$ cat config.mk
export PLATFORM = sky130hd
export DESIGN_NAME = adc128_scan_ctrl_flat
export DESIGN_NICKNAME = d
export VERILOG_FILES = /design/src/rtl/adc128_scan_ctrl_if.sv /design/src/rtl/adc128_scan_ctrl.sv /design/src/flat_wrapper.sv
export SDC_FILE = /design/constraint.sdc
export NUM_CORES = 1
export LEC_CHECK = 0
export ABC_AREA = 1
export CAP_MARGIN = 20
export CORE_MARGIN = 2
export CORE_UTILIZATION = 50
export CTS_CLUSTER_DIAMETER = 80
export DETAILED_ROUTE_END_ITERATION = 7
export PLACE_DENSITY = 0.78
export SYNTH_ARGS = -nofsm -noshare
export SYNTH_HDL_FRONTEND = slang
export SYNTH_SLANG_ARGS = --single-unit
$ cat constraint.sdc
create_clock -name clock -period 2.1 [get_ports clock]
set_input_delay 0.315 -clock clock [delete_from_list [all_inputs] [get_ports clock]]
set_output_delay 0.315 -clock clock [all_outputs]
set_load 0.005 [all_outputs]
$ cat src/rtl/adc128_scan_ctrl_if.sv
// ADC pin bundle for adc128_scan_ctrl.
//   ADC_CS_N : chip select, active low   (master -> ADC)
//   ADC_DIN  : serial command            (master -> ADC)
//   ADC_SCLK : serial clock, idles high  (master -> ADC)
//   ADC_DOUT : serial conversion data    (ADC -> master)
interface adc128_scan_ctrl_if;
    logic ADC_CS_N;
    logic ADC_DIN;
    logic ADC_SCLK;
    logic ADC_DOUT;

    modport master (output ADC_CS_N, output ADC_DIN, output ADC_SCLK, input ADC_DOUT);
    modport slave  (input ADC_CS_N, input ADC_DIN, input ADC_SCLK, output ADC_DOUT);
endinterface

$ cat src/rtl/adc128_scan_ctrl.sv
// Free-running SPI scan controller for an 8-channel 12-bit serial ADC
// (ADC128S022-style). Each frame addresses the next channel and captures
// the conversion of the channel addressed in the previous frame; the latest
// result of every channel is held in a parallel register bank.
//
// Ports:
//   clock  : system clock
//   reset  : asynchronous active-low reset
//   adc    : ADC pin bundle (master side)
//   data   : data[n] = latest 12-bit result of channel n (unscanned stay 0)
//   upd    : (ADC_UPDATE_STROBE_EN) one-cycle pulse when a new word is visible
//   upd_ch : (ADC_UPDATE_STROBE_EN) channel index of the last written word
//
// Optional feature macro: ADC_UPDATE_STROBE_EN adds upd/upd_ch.
module adc128_scan_ctrl #(
    parameter int SCLK_HALF = 2,
    parameter int NUM_CH    = 8
) (
    input  logic                  clock,
    input  logic                  reset,
    adc128_scan_ctrl_if.master    adc,
    output logic [7:0][11:0]      data
`ifdef ADC_UPDATE_STROBE_EN
    ,
    output logic                  upd,
    output logic [2:0]            upd_ch
`endif
);

    localparam int PER = 2 * SCLK_HALF;          // clocks per SCLK period
    localparam int F   = 3 + 16 * PER;           // clocks per frame
    localparam int FW  = $clog2(F);
    localparam int PW  = (PER > 1) ? $clog2(PER) : 1;
    localparam logic [FW-1:0] F_LAST = FW'(F - 1);

    logic [FW-1:0] f, f_n;      // frame counter
    logic [PW-1:0] ph, ph_n;    // clock position within the current bit
    logic [3:0]    bi, bi_n;    // bit index within the frame
    logic          act_n;       // next cycle lies in the 16-bit transfer window
    logic [2:0]    cur, nxt;
    logic [15:0]   cmd;
    logic [11:0]   sh;
    logic          cs_q, sclk_q, din_q;

    assign adc.ADC_CS_N = cs_q;
    assign adc.ADC_SCLK = sclk_q;
    assign adc.ADC_DIN  = din_q;

    // Outputs are registered from next-state values so pins line up exactly
    // with the counter value they belong to.
    always_comb begin
        nxt   = (cur == 3'(NUM_CH - 1)) ? 3'd0 : cur + 3'd1;
        cmd   = {2'b00, nxt, 11'b0};
        f_n   = (f == F_LAST) ? '0 : f + 1'b1;
        act_n = (f_n >= FW'(3));
        ph_n  = '0;
        bi_n  = '0;
        // Entering f=3 starts bit 0 at phase 0; later bits advance incrementally.
        if (act_n && f != FW'(2)) begin
            if (ph == PW'(PER - 1)) begin
                ph_n = '0;
                bi_n = bi + 4'd1;
            end else begin
                ph_n = ph + 1'b1;
                bi_n = bi;
            end
        end
    end

    always_ff @(posedge clock or negedge reset) begin
        if (!reset) begin
            f      <= '0;
            ph     <= '0;
            bi     <= '0;
            cur    <= '0;
            sh     <= '0;
            data   <= '0;
            cs_q   <= 1'b1;
            sclk_q <= 1'b1;
            din_q  <= 1'b0;
`ifdef ADC_UPDATE_STROBE_EN
            upd    <= 1'b0;
            upd_ch <= '0;
`endif
        end else begin
            f      <= f_n;
            ph     <= ph_n;
            bi     <= bi_n;
            cs_q   <= (f_n == '0);
            sclk_q <= !act_n || (ph_n >= PW'(SCLK_HALF));
            // DIN only moves on entry to a low phase, so it is stable at SCLK rise.
            if (act_n && ph_n == '0)
                din_q <= cmd[4'd15 - bi_n];
            // Sample DOUT on the edge raising SCLK; first four bits are leading zeros.
            if (act_n && ph_n == PW'(SCLK_HALF) && bi_n >= 4'd4)
                sh <= {sh[10:0], adc.ADC_DOUT};
            if (f == F_LAST) begin
                data[cur] <= sh;
                cur       <= nxt;
            end
`ifdef ADC_UPDATE_STROBE_EN
            upd <= (f == F_LAST);
            if (f == F_LAST)
                upd_ch <= cur;
`endif
        end
    end

endmodule

$ cat src/flat_wrapper.sv
// flat-port wrapper written by rule: the top's interface ports become plain ports
module adc128_scan_ctrl_flat 
#(
    parameter int SCLK_HALF = 2,
    parameter int NUM_CH    = 8
)
  (clock, reset, data, adc_ADC_CS_N, adc_ADC_DIN, adc_ADC_SCLK, adc_ADC_DOUT);
  adc128_scan_ctrl_if adc_i ();
  input  logic clock;
  input  logic reset;
  output logic [7:0][11:0] data;
  output wire logic [$bits(adc_i.ADC_CS_N)-1:0] adc_ADC_CS_N;
  output wire logic [$bits(adc_i.ADC_DIN)-1:0] adc_ADC_DIN;
  output wire logic [$bits(adc_i.ADC_SCLK)-1:0] adc_ADC_SCLK;
  input wire logic [$bits(adc_i.ADC_DOUT)-1:0] adc_ADC_DOUT;
  assign adc_ADC_CS_N = adc_i.ADC_CS_N;
  assign adc_ADC_DIN = adc_i.ADC_DIN;
  assign adc_ADC_SCLK = adc_i.ADC_SCLK;
  assign adc_i.ADC_DOUT = adc_ADC_DOUT;
  adc128_scan_ctrl #(.SCLK_HALF(SCLK_HALF), .NUM_CH(NUM_CH)) u_core (.clock(clock), .reset(reset), .adc(adc_i), .data(data));
endmodule
# Yosys cells after proc, flatten, opt, wreduce, memory -nomap -nowiden
# Cells that the tools add are included.
[word_totals]
ff_bits = 127
inputBits = 3
out_inout_bits = 99
elab_cells = 52
[op_classes]
add_sub_neg = 5
n_lt_le_gt_ge = 6
n_eq_ne = 5
muxes = 11
n_reduce_logical = 9
[ops]
columns = ["op", "count"]
rows = [
  ["96-bit bitwise mux", 1],
  ["12-bit demux with 3-bit select", 1],
  ["12-bit two-way mux", 1],
  ["4-bit two-way mux", 2],
  ["7-bit by 1-bit adder with 7-bit output (second input constant)", 1],
  ["7-bit == test (second input constant)", 1],
  ["7-bit by 2-bit >= comparator with 1-bit output (second input constant)", 1],
  ["7-bit zero test", 1],
  ["7-bit two-way mux", 1],
  ["7-bit by 2-bit inequality test with 1-bit output (second input constant)", 1],
  ["1-bit logical AND", 5],
  ["4-bit by 5-bit < comparator with 1-bit output (second input constant)", 1],
  ["4-bit by 1-bit adder with 4-bit output (second input constant)", 1],
  ["1-bit binary-select mux with 4-bit select", 1],
  ["2-bit == test (second input constant)", 2],
  ["4-bit by 3-bit >= comparator with 1-bit output (second input constant)", 1],
  ["3-bit by 4-bit < comparator with 1-bit output (second input constant)", 1],
  ["2-bit two-way mux", 2],
  ["4-bit subtractor (first input constant)", 1],
  ["3-bit by 1-bit adder with 3-bit output (second input constant)", 1],
  ["3-bit == test (second input constant)", 1],
  ["3-bit by 1-bit >= comparator with 1-bit output (second input constant)", 1],
  ["3-bit two-way mux", 1],
  ["2-bit by 1-bit adder with 2-bit output (second input constant)", 1],
  ["other kinds (5)", 5],
]

# Depth between registers and ports, before layout
# Gate-level depths: netlist of run 1.
[logic_depth]
word_depth = 8
mapped_depth = 15
depth_no_buf = 15

# Worst setup path before layout of run 1
# OpenSTA, ideal clock, no wires.
[synth_path]
kind = "register to register"
startpoint = "reg u_core.f[0]"
endpoint = "reg u_core.sh[10]"
setup_ns = 0.122
arrival_time_ns = 1.691
required_ns = 1.978
slack_ns = 0.287
path_stages_with_launch = 16
path_buffers = 1
period_less_slack_ns = 1.813
path_cell_list = "dfrtp_1 > inv_1 > ha_1 > nand2_2 > nor2_2 > nand2_4 > nand3_1 > nand2_1 > nor2_4 > nand2_4 > nand2_4 > a21oi_4 > nand3_4 > buf_6 > nand2_2 > o21ai_2"
[synth_via]
elab_chain_cells = 8
elab_cells_between_ends = 12
cone_classes = "add/sub: 1; order compare: 2; eq/ne: 3; mux: 3; reduce/logical: 3"
[synth_rtl]
columns = ["element", "line_no", "rtl"]
rows = [
  ["from (decl)", "adc128_scan_ctrl.sv:36", "logic [FW-1:0] f, f_n;"],
  ["from (signal assigned)", "adc128_scan_ctrl.sv:86", "f <= f_n;"],
  ["branches (longest 7 deep; another with 7-bit by 1-bit adder with 7-bit output)", "-", ""],
  ["1-bit logical AND *", "adc128_scan_ctrl.sv:95", "if (act_n && ph_n == PW'(SCLK_HALF) && bi_n >= 4'd4)"],
  ["to (signal assigned)", "adc128_scan_ctrl.sv:96", "sh <= {sh[10:0], adc.ADC_DOUT};"],
  ["to (decl)", "adc128_scan_ctrl.sv:42", "logic [11:0] sh;"],
]
# Every way passes the cells marked *.
# A chain may end at the register's enable or synchronous reset.

# Worst setup path in the final report of run 1
[layout_path]
startpoint = "reg u_core.f[0]"
endpoint = "reg u_core.din_q, in the netlist u_core.adc.ADC_DIN"
[layout_via]
elab_chain_cells = 8
elab_cells_between_ends = 13
cone_classes = "add/sub: 2; order compare: 1; eq/ne: 2; mux: 5; reduce/logical: 3"
[layout_rtl]
columns = ["element", "line_no", "rtl"]
rows = [
  ["7-bit by 1-bit adder with 7-bit output / 7-bit == test (equally long branches)", "adc128_scan_ctrl.sv:54", "f_n = (f == F_LAST) ? '0 : f + 1'b1;"],
  ["7-bit two-way mux", "adc128_scan_ctrl.sv:54", ""],
  ["7-bit by 2-bit >= comparator with 1-bit output", "adc128_scan_ctrl.sv:55", "act_n = (f_n >= FW'(3));"],
  ["1-bit logical AND", "adc128_scan_ctrl.sv:59", "if (act_n && f != FW'(2)) begin"],
  ["4-bit two-way mux", "adc128_scan_ctrl.sv:59", ""],
  ["4-bit subtractor", "adc128_scan_ctrl.sv:93", "din_q <= cmd[4'd15 - bi_n];"],
  ["1-bit binary-select mux with 4-bit select", "adc128_scan_ctrl.sv:93", ""],
  ["1-bit two-way mux (not written as such)", "adc128_scan_ctrl.sv:93", ""],
  ["to (signal assigned)", "adc128_scan_ctrl.sv:93", ""],
  ["to (decl)", "adc128_scan_ctrl.sv:43", "logic cs_q, sclk_q, din_q;"],
]
# Parallel ways exist; a longest one is shown, timed or not. The select of a mux whose other input is x is not followed.

==> results of run 1 <==
-- layout by cell type, fill, tap and decap left out, types with 4 or more instances in the layout --
| cell | count |
|---|---|
| sky130_fd_sc_hd__buf_4 | 15 |
| sky130_fd_sc_hd__clkbuf_16 | 18 |
| sky130_fd_sc_hd__clkdlybuf4s50_1 | 100 |
| sky130_fd_sc_hd__clkinvlp_4 | 4 |
| sky130_fd_sc_hd__dfrtp_1 | 122 |
| sky130_fd_sc_hd__ha_1 | 4 |
| sky130_fd_sc_hd__inv_1 | 41 |
| sky130_fd_sc_hd__nand2_1 | 129 |
| sky130_fd_sc_hd__nand2_2 | 10 |
| sky130_fd_sc_hd__nand2_4 | 7 |
| sky130_fd_sc_hd__nand3_1 | 11 |
| sky130_fd_sc_hd__nor2_1 | 12 |
| sky130_fd_sc_hd__o21ai_0 | 99 |
| sky130_fd_sc_hd__o21ai_2 | 13 |
-- cell type report --
class / count / area share (%)
clock buffers: 18 / 6.12
repair buffers: 122 / 17.8
clock inverters: 13 / 2.00
multi-input cells: 309 / 23.8
inverters: 44 / 2.36
flip-flops and latches: 127 / 45.6
well taps: 133 / 2.38
-- registers in the layout, indices dropped and copies added (netlist names), 2 cells and up --
name,cells
u_core.ph,2
u_core.bi,4
u_core.cur,3
u_core.f,7
u_core.data,96
u_core.sh,12
-- path summary, 6_finish.rpt --
check / startpoint / cells past startpoint / slack, ps / to
worst min register to register: u_core.sh[10] / 2 / 480 / u_core.sh[10]
worst min-delay path: adc_ADC_DOUT / 3 / 360 / u_core.sh[0]
worst max register to register: u_core.f[0] / 15 / 20 / u_core.adc.ADC_DIN
max in group asynchronous: reset / 3 / 1060 / u_core.cur[2]
worst max-delay path: u_core.f[0] / 15 / 20 / u_core.adc.ADC_DIN
min in group asynchronous: reset / 2 / 370 / u_core.data[41]
-- where the power goes --
group | switching, uW | internal, uW | leakage, uW
Clock | 1080 | 1710 | 0.000269
Sequential | 5.78 | 2460 | 0.00171
Combinational | 88.8 | 19.3 | 0.00122
-- metal layers --
metal	vias to the layer above	global-route usage, %	routed length (um)
met2	175	37.8	6630
met4	0	9.36	400
met3	37	4.70	820
met5	-	0	0
met1	2027	33.0	5540
li1	1858	-	-
-- worst register-to-register path, stage by stage, from the launching register on --
cell	delay [ps]
sky130_fd_sc_hd__dfrtp_2	450
sky130_fd_sc_hd__inv_2	110
sky130_fd_sc_hd__ha_4	140
sky130_fd_sc_hd__nand2_4	60
sky130_fd_sc_hd__nor2_4	130
sky130_fd_sc_hd__nand2_4	120
sky130_fd_sc_hd__nand2_4	90
sky130_fd_sc_hd__nand2_4	60
sky130_fd_sc_hd__nor2_4	120
sky130_fd_sc_hd__nand2_4	90
sky130_fd_sc_hd__buf_4	140
sky130_fd_sc_hd__o21a_1	120
sky130_fd_sc_hd__nand2_1	100
sky130_fd_sc_hd__nor2_1	60
sky130_fd_sc_hd__nand3_1	100
sky130_fd_sc_hd__nand2_1	70
-- per-stage QoR --
step / hold slack, ps / TNS [ps] / power (uW)
final: 358 / 0 / 5360
after global routing: 389 / -708 / 5510
after CTS: 356 / 0 / 5380
after detailed placement: 360 / 0 / 2610
after global placement: 349 / 0 / 2610
after floorplan: 19.4 / 0 / 2530
-- cell families (layout without fill, tap and decap cells) --
group / after synthesis / in the layout / synth area share (%)
simple gates: 184 / 184 / 16.3
buf+inv: 63 / 197 / 5.10
xor+xnor: 4 / 4 / 0.701
fa+ha+maj: 6 / 6 / 1.50
compound gates: 115 / 115 / 12.8
flops: 127 / 127 / 63.6
-- repair_timing --
item,in CTS,in global routing
setup buffers,0,5
setup endpoints to repair,0,13
endpoints found under the hold margin,43,0
hold buffers,1,0
gates resized for setup,0,22
==> impl.org, run 1 <==
** Outcome
- The run finished with clean final reports.

** Detailed routing
- Via count :: a little over 4000
- In the routed layout, each cell is associated on average with a via count of around 5.3.
- Drt first-iter violations :: 275
- Number of nets with antenna violations after routing :: 0
- In the final routed layout, each cell accounts on average for about 17 um.
- DRC Markers :: 0
- Final Routed Wirelength :: between 10000 and 15000 um
- The first detailed-routing pass ran for 7 iterations.

** Timing
- Setup-violating endpoint count in the final report :: 0
- Final worst-path cycle share :: a little over nine tenths
- Least-Margin Pin Slew :: between 600 and 700 ps
- Final-report hold violation count :: 0
- For this run, the top clock speed supported by timing is 481 MHz.
- The number of pins with negative max-slew slack in the final report was 0.
- Subtracting the final worst setup slack from the clock period gives 2080 ps.
- Setup slack closes at between 20 and 25 ps.
- On the final layout, the worst clock skew is around 14 ps.
- Headroom to the max-slew limit came out at about 60%.

** Logic synthesis
- Synthesis warning total :: 0
- Counting flops with an async set or reset pin after synthesis yields a share of 100%.
- Cell taking the most area after synthesis :: sky130_fd_sc_hd__dfrtp_1
- Avg Cell Area, Syn :: 10.0 um^2
- Synth unique cells :: 27
- The mapped netlist covers around 5000 um^2.
- Area share of the largest cell type after synthesis :: around 63%
- Leading post-synthesis cells by cell area :: sky130_fd_sc_hd__dfrtp_1 (63%), sky130_fd_sc_hd__o21ai_0 (9.9%), sky130_fd_sc_hd__nand2_1 (9.8%)
- Count of flip-flops with a built-in enable after synthesis :: 0
- Synth Register Bits :: between 100 and 150
- Top cell types by occurrence after synthesis :: sky130_fd_sc_hd__nand2_1 (131), sky130_fd_sc_hd__dfrtp_1 (125), sky130_fd_sc_hd__o21ai_0 (99), sky130_fd_sc_hd__inv_1 (42), sky130_fd_sc_hd__clkbuf_1 (16)
- Most common cell in the netlist :: sky130_fd_sc_hd__nand2_1
- Synthesis produced a netlist with a net count of around 510.
- Cell count after synthesis :: roughly 500
- For this run, the leading register cell type out of synthesis is sky130_fd_sc_hd__dfrtp_1.
- For this run, the register share of the synthesized area comes to between 60% and 70%.

** Layout
- Number of antenna diodes :: 0
- In the final layout, the multi-input gates occupy 1660 um^2.
- Total of fill cells in the finished design :: 698
- Of the cells placed in the final design, the portion with a size suffix greater than 1 is 16.6%.
- The sequential cells in the finished layout cover a total of 3180 um^2.
- Number of nets in the final layout :: 630
- Final instance area :: ~7000 um^2
- Area growth from synthesis to final layout :: 39.8%
- The count of cells in the finished layout, fillers not included, comes to 766.
- Measured on the finished design, the core utilization comes to approximately 72%.

** Critical path
- STA classifies the critical path startpoint as a flip-flop.
- Among all stages on the critical path, the largest delay is contributed by sky130_fd_sc_hd__dfrtp_2.
- Endpoint class of the critical path :: flip-flop
- Cell mode on critical path :: sky130_fd_sc_hd__nand2_4
- CP peak stage delay :: roughly 450 ps
- Along the worst path, the maximum fanout reaches 7.
- Walking the worst path, the cells encountered are inv_2, ha_4, nand2_4, nor2_4, nand2_4, nand2_4, nand2_4, nor2_4, nand2_4, buf_4, o21a_1, nand2_1, nor2_1, nand3_1, nand2_1.
- Data on the critical path is required at its endpoint by about 2500 ps.
- Data arrival time at the worst-slack endpoint :: 2470 ps
- Critical path's top delay family :: simple AND/OR/NAND/NOR gates
- The setup path with the least slack is of type flip-flop to flip-flop.
- Number of buffer and inverter instances along the worst setup path :: 2

** Clock tree
- CTS root buffer :: sky130_fd_sc_hd__clkbuf_8
- After clock tree synthesis, the clock-pin slew on the worst setup and hold paths is around 60 ps.
- TritonCTS clock tree :: done
- Num Clock Sinks :: between 100 and 150
- Deepest clock path buffer count :: 2
- At the later pin of the worst-skew pair, clock insertion delay measures 520 ps.
- H-Tree Level Count :: 4
- The number of clock buffers added by TritonCTS is 17.

** Placement
- Port Buf Inserts :: between 100 and 150
- Counting tap cells, the placed design contains a total of approximately 730 instances.
- Prior to clock tree synthesis, the placed netlist has a worst setup slack of between 70 and 80 ps.
- Placed cell areas :: 6210 um^2
- The wire-length estimate of the detail-placed layout is 7860 um.
- At the end of routability-driven placement, the weighted congestion stood at roughly 0.9.

** Floorplanning
- The core region is a little under 10000 um^2.
- The die is between 100 and 150 um wide.
- The floorplan step set the die height to 104 um.
- Die Area :: about 11000 um^2
- I/O pin cnt :: roughly 100
- Site row count :: 36
- The initial utilization of the core area, before any placement, comes to approximately 51%.

** Hold path
- Path type of the worst min-delay path :: primary input to flip-flop

** Power and ir drop
- VDD sags by at most about 480 uV.
- Dividing total power by cell area gives a power density of roughly 770 nW/um^2.
- Leakage power summed over all cells :: 0.00320 uW

** Global routing
- Remaining Overflow, GRT :: 0
- Number of antenna violations at the first check in global routing :: 0
- Vias in the first global route :: between 3000 and 4000
- The first global-routing pass estimated 20100 um of wire.
- Pin count of the biggest net entering global routing :: 48
- Global routing used approximately a quarter of the available tracks.

** Flow run
- Number of max-cap violations :: 0
Note: power is estimated with default switching activity, not from simulation.
==> run 2, diff against run 1 <==
--- a/config.mk
+++ b/config.mk
@@ -6,12 +6,12 @@
 export NUM_CORES = 1
 export LEC_CHECK = 0
 export ABC_AREA = 1
+export ABC_CLOCK_PERIOD_IN_PS = 2100
 export CAP_MARGIN = 20
 export CORE_MARGIN = 2
-export CORE_UTILIZATION = 50
+export CORE_UTILIZATION = 35
 export CTS_CLUSTER_DIAMETER = 80
 export DETAILED_ROUTE_END_ITERATION = 7
-export PLACE_DENSITY = 0.78
 export SYNTH_ARGS = -nofsm -noshare
 export SYNTH_HDL_FRONTEND = slang
 export SYNTH_SLANG_ARGS = --single-unit
==> run 2 against run 1 <==
  * Sequential share of layout area up 0.59 points
  * Via count down 5.8%
  * Final cell count grew 5.4%
  * Highest routed layer unchanged
  * Sequential power about the same
==> impl.org, run 2 (synthesis gave the netlist of run 1 again) <==
** Outcome
- Run status: finished, final reports clean (unchanged).

** Detailed routing
- Average vias per placed instance :: 4.78 (was 5.35)
- Routed length per instance :: 15.7 um (was 17.5 um)
- Drt first-iter violations :: 278 (was 275)
- Pre-antenna DRT Iters :: 5 (was 7)
- DRC Markers :: 0 (unchanged)
- Final Routed Wirelength :: 12700 um (was 13400 um)
- Via count :: 3859 (was 4097)
- The remaining antenna violation count came to 0 (unchanged).

** Layout
- Total of fill cells in the finished design :: 1239 (was 698)
- Commonest non-fill, non-tap cells in the layout :: sky130_fd_sc_hd__nand2_1 (131), sky130_fd_sc_hd__dfrtp_1 (125), sky130_fd_sc_hd__clkdlybuf4s50_1 (100) (was sky130_fd_sc_hd__nand2_1 (129), sky130_fd_sc_hd__dfrtp_1 (122), sky130_fd_sc_hd__clkdlybuf4s50_1 (100))
- The number of diodes added for antenna fixing was 0 (unchanged).
- The fraction of final layout cells with drive strength greater than 1 came to 13.7% (was 16.6%).
- The register with the most flip-flops is u_core.data (unchanged).
- Largest registers ranked by flip-flop count :: u_core.data (96), u_core.sh (12), u_core.f (7) (unchanged)
- The flip-flop count of the largest register after layout came to 96 (unchanged).
- The relative area change from synthesis to final layout came to 37.8% (was 39.8%).
- Most frequent standard cell in the layout excluding fill and tap cells :: sky130_fd_sc_hd__nand2_1 (unchanged)
- Number of nets in the final layout :: 626 (was 630)
- The post-layout instance count excluding filler cells is 807 (was 766).

** Timing
- Setup TNS Final :: 0 ps (unchanged)
- The headroom to the max-slew limit came to 60.2% (was 59.6%).
- Setup Skew :: 11.3 ps (was 14.3 ps)
- Final worst-path cycle share :: 95.0% (was 98.9%)
- Least-Margin Pin Slew :: 596 ps (was 606 ps)
- The maximum achievable frequency is 501 MHz (was 481 MHz).
- The number of pins with negative max-slew slack in the final report is 0 (unchanged).
- Final hold slack :: 373 ps (was 358 ps)
- Final-report hold violation count :: 0 (unchanged)
- Setup-violating endpoint count in the final report :: 0 (unchanged)
- Final Critical Period :: 2000 ps (was 2080 ps)

** Floorplanning
- Die Area :: 15300 um^2 (was 10800 um^2)
- Core region area :: 13900 um^2 (was 9730 um^2)
- Site row count :: 43 (was 36)
- I/O pin cnt :: 102 (unchanged)
- The initial core utilization is 35.9% (was 51.4%).
- Overall die width :: 124 um (was 104 um)
- The vertical die dimension is 124 um (was 104 um).

** Power and ir drop
- The leakage dissipation is 0.00317 uW (was 0.00320 uW).
- Pwr dens :: 779 nW/um^2 (was 767 nW/um^2)
- Worst vdd ir :: 497 uV (was 479 uV)

** Global routing
- The largest net degree at the start of global routing was 53 (was 48).
- Remaining Overflow, GRT :: 0 (unchanged)
- Vias in the first global route :: 3720 (was 3843)
- The global-route usage over all layers was 18.0% (was 24.0%).
- The first-pass GRT wire length is 20200 um (was 20100 um).
- Number of antenna violations at the first check in global routing :: 0 (unchanged)

** Critical path
- Data arrival time at the worst-slack endpoint :: 2270 ps (was 2470 ps)
- The required time of the critical path came to 2380 ps (was 2490 ps).
- Critical Path Start :: u_core.f[0] (unchanged)
- Crit-path cells :: buf_4, ha_4, nand3_1, nor2_1, nand2_1, nand3_2, nand2_2, inv_2, nand2_4, nand2_4, a21oi_4, nand3_4, buf_12, nand2_1, o21ai_2 (was inv_2, ha_4, nand2_4, nor2_4, nand2_4, nand2_4, nand2_4, nor2_4, nand2_4, buf_4, o21a_1, nand2_1, nor2_1, nand3_1, nand2_1)
- Reg2Reg Depth :: 15 (unchanged)
- Cell with the largest stage delay on the worst path :: sky130_fd_sc_hd__dfrtp_1 (was sky130_fd_sc_hd__dfrtp_2)
- The critical path class was flip-flop to flip-flop (unchanged).
- The startpoint type of the worst setup path is a flip-flop (unchanged).
- The reg-to-reg setup timing slack is 100 ps (was 20 ps).
- Endpoint class of the critical path :: flip-flop (unchanged)
- Number of buffer and inverter instances along the worst setup path :: 3 (was 2)
- Terminus of the critical flop-to-flop path :: u_core.sh[1] (was u_core.adc.ADC_DIN)
- CP peak stage delay :: 370 ps (was 450 ps)
- Critical R2R Launch :: u_core.f[0] (unchanged)
- Critical path's top delay family :: simple AND/OR/NAND/NOR gates (unchanged)
- The biggest fanout along the worst timing path is 24 (was 7).

** Clock tree
- The number of buffers created by CTS came to 17 (unchanged).
- The CTS H-tree depth was 4 (unchanged).
- CTS root buffer :: sky130_fd_sc_hd__clkbuf_16 (was sky130_fd_sc_hd__clkbuf_8)
- Deepest clock path buffer count :: 2 (unchanged)
- Num Clock Sinks :: 127 (unchanged)
- Skew-Pair Late Insertion Delay :: 420 ps (was 520 ps)
- TritonCTS clock tree :: done (unchanged)
- The clock transition at the registers of the reported paths came to 50 ps (was 60 ps).

** Placement
- The cell total after placement came to 775 (was 726).
- Port Buf Inserts :: 101 (unchanged)
- HPWL after DPL :: 8430 um (was 7860 um)
- Final Wtd Congestion :: 0.811 (was 0.887)

** Flow run
- The number of max-cap violations is 0 (unchanged).

** Hold path
- Path type of the worst min-delay path :: primary input to asynchronous set/reset pin (was primary input to flip-flop)
## run 2: routing by layer
metal | vias to the layer above | GRT usage [%] | part of all wire, %
li1 | 1843 | - | -
met1 | 1868 | 24.7 | 45
met2 | 130 | 27.4 | 48
met3 | 18 | 5.30 | 5.9
met4 | 0 | 5.68 | 1.6
met5 | - | 0 | 0
## run 2: worst max path at each step
stage                          to  depth (start not counted)  slack (ps)
CTS                  u_core.sh[1]                         13         110
finish               u_core.sh[1]                         15         100
global route         u_core.sh[1]                         15          -6
detailed placement   u_core.sh[1]                         14         150
floorplan           u_core.sh[10]                         15         290
global placement     u_core.sh[2]                         14         200
## run 2: metrics by stage
step	total power, uW	setup slack, ps	instance area [um^2]	util [%]
after floorplan	2530	287	5000	-
after global placement	2620	201	6290	45.1
after detailed placement	2620	150	6290	45.1
after global routing	5570	-5.65	6890	49.5
after CTS	5440	106	6860	49.2
final	5370	105	6890	49.5
## run 2: where the power goes
part	leakage, uW	internal (uW)	switching, uW
logic	0.00118	20.3	90.2
clock network	0.000277	1810	986
registers	0.00171	2460	4.78
## run 2: final cells by class
| class | count | area [um^2] | area share (%) |
|---|---|---|---|
| Clock buffer | 22 | 474 | 6.88 |
| Clock inverter | 7 | 87.6 | 1.27 |
| Inverter | 44 | 165 | 2.40 |
| Multi-Input combinational cell | 309 | 1580 | 23.0 |
| Sequential cell | 127 | 3180 | 46.1 |
| Tap cell | 180 | 225 | 3.27 |
| Timing Repair Buffer | 118 | 1180 | 17.1 |
## run 2: what timing repair did
item,4_1_cts,5_1_grt
endpoints found under the setup margin,0,17
setup buffers,0,2
endpoints found under the hold margin,24,0
hold buffers,1,0
resized for setup,0,3
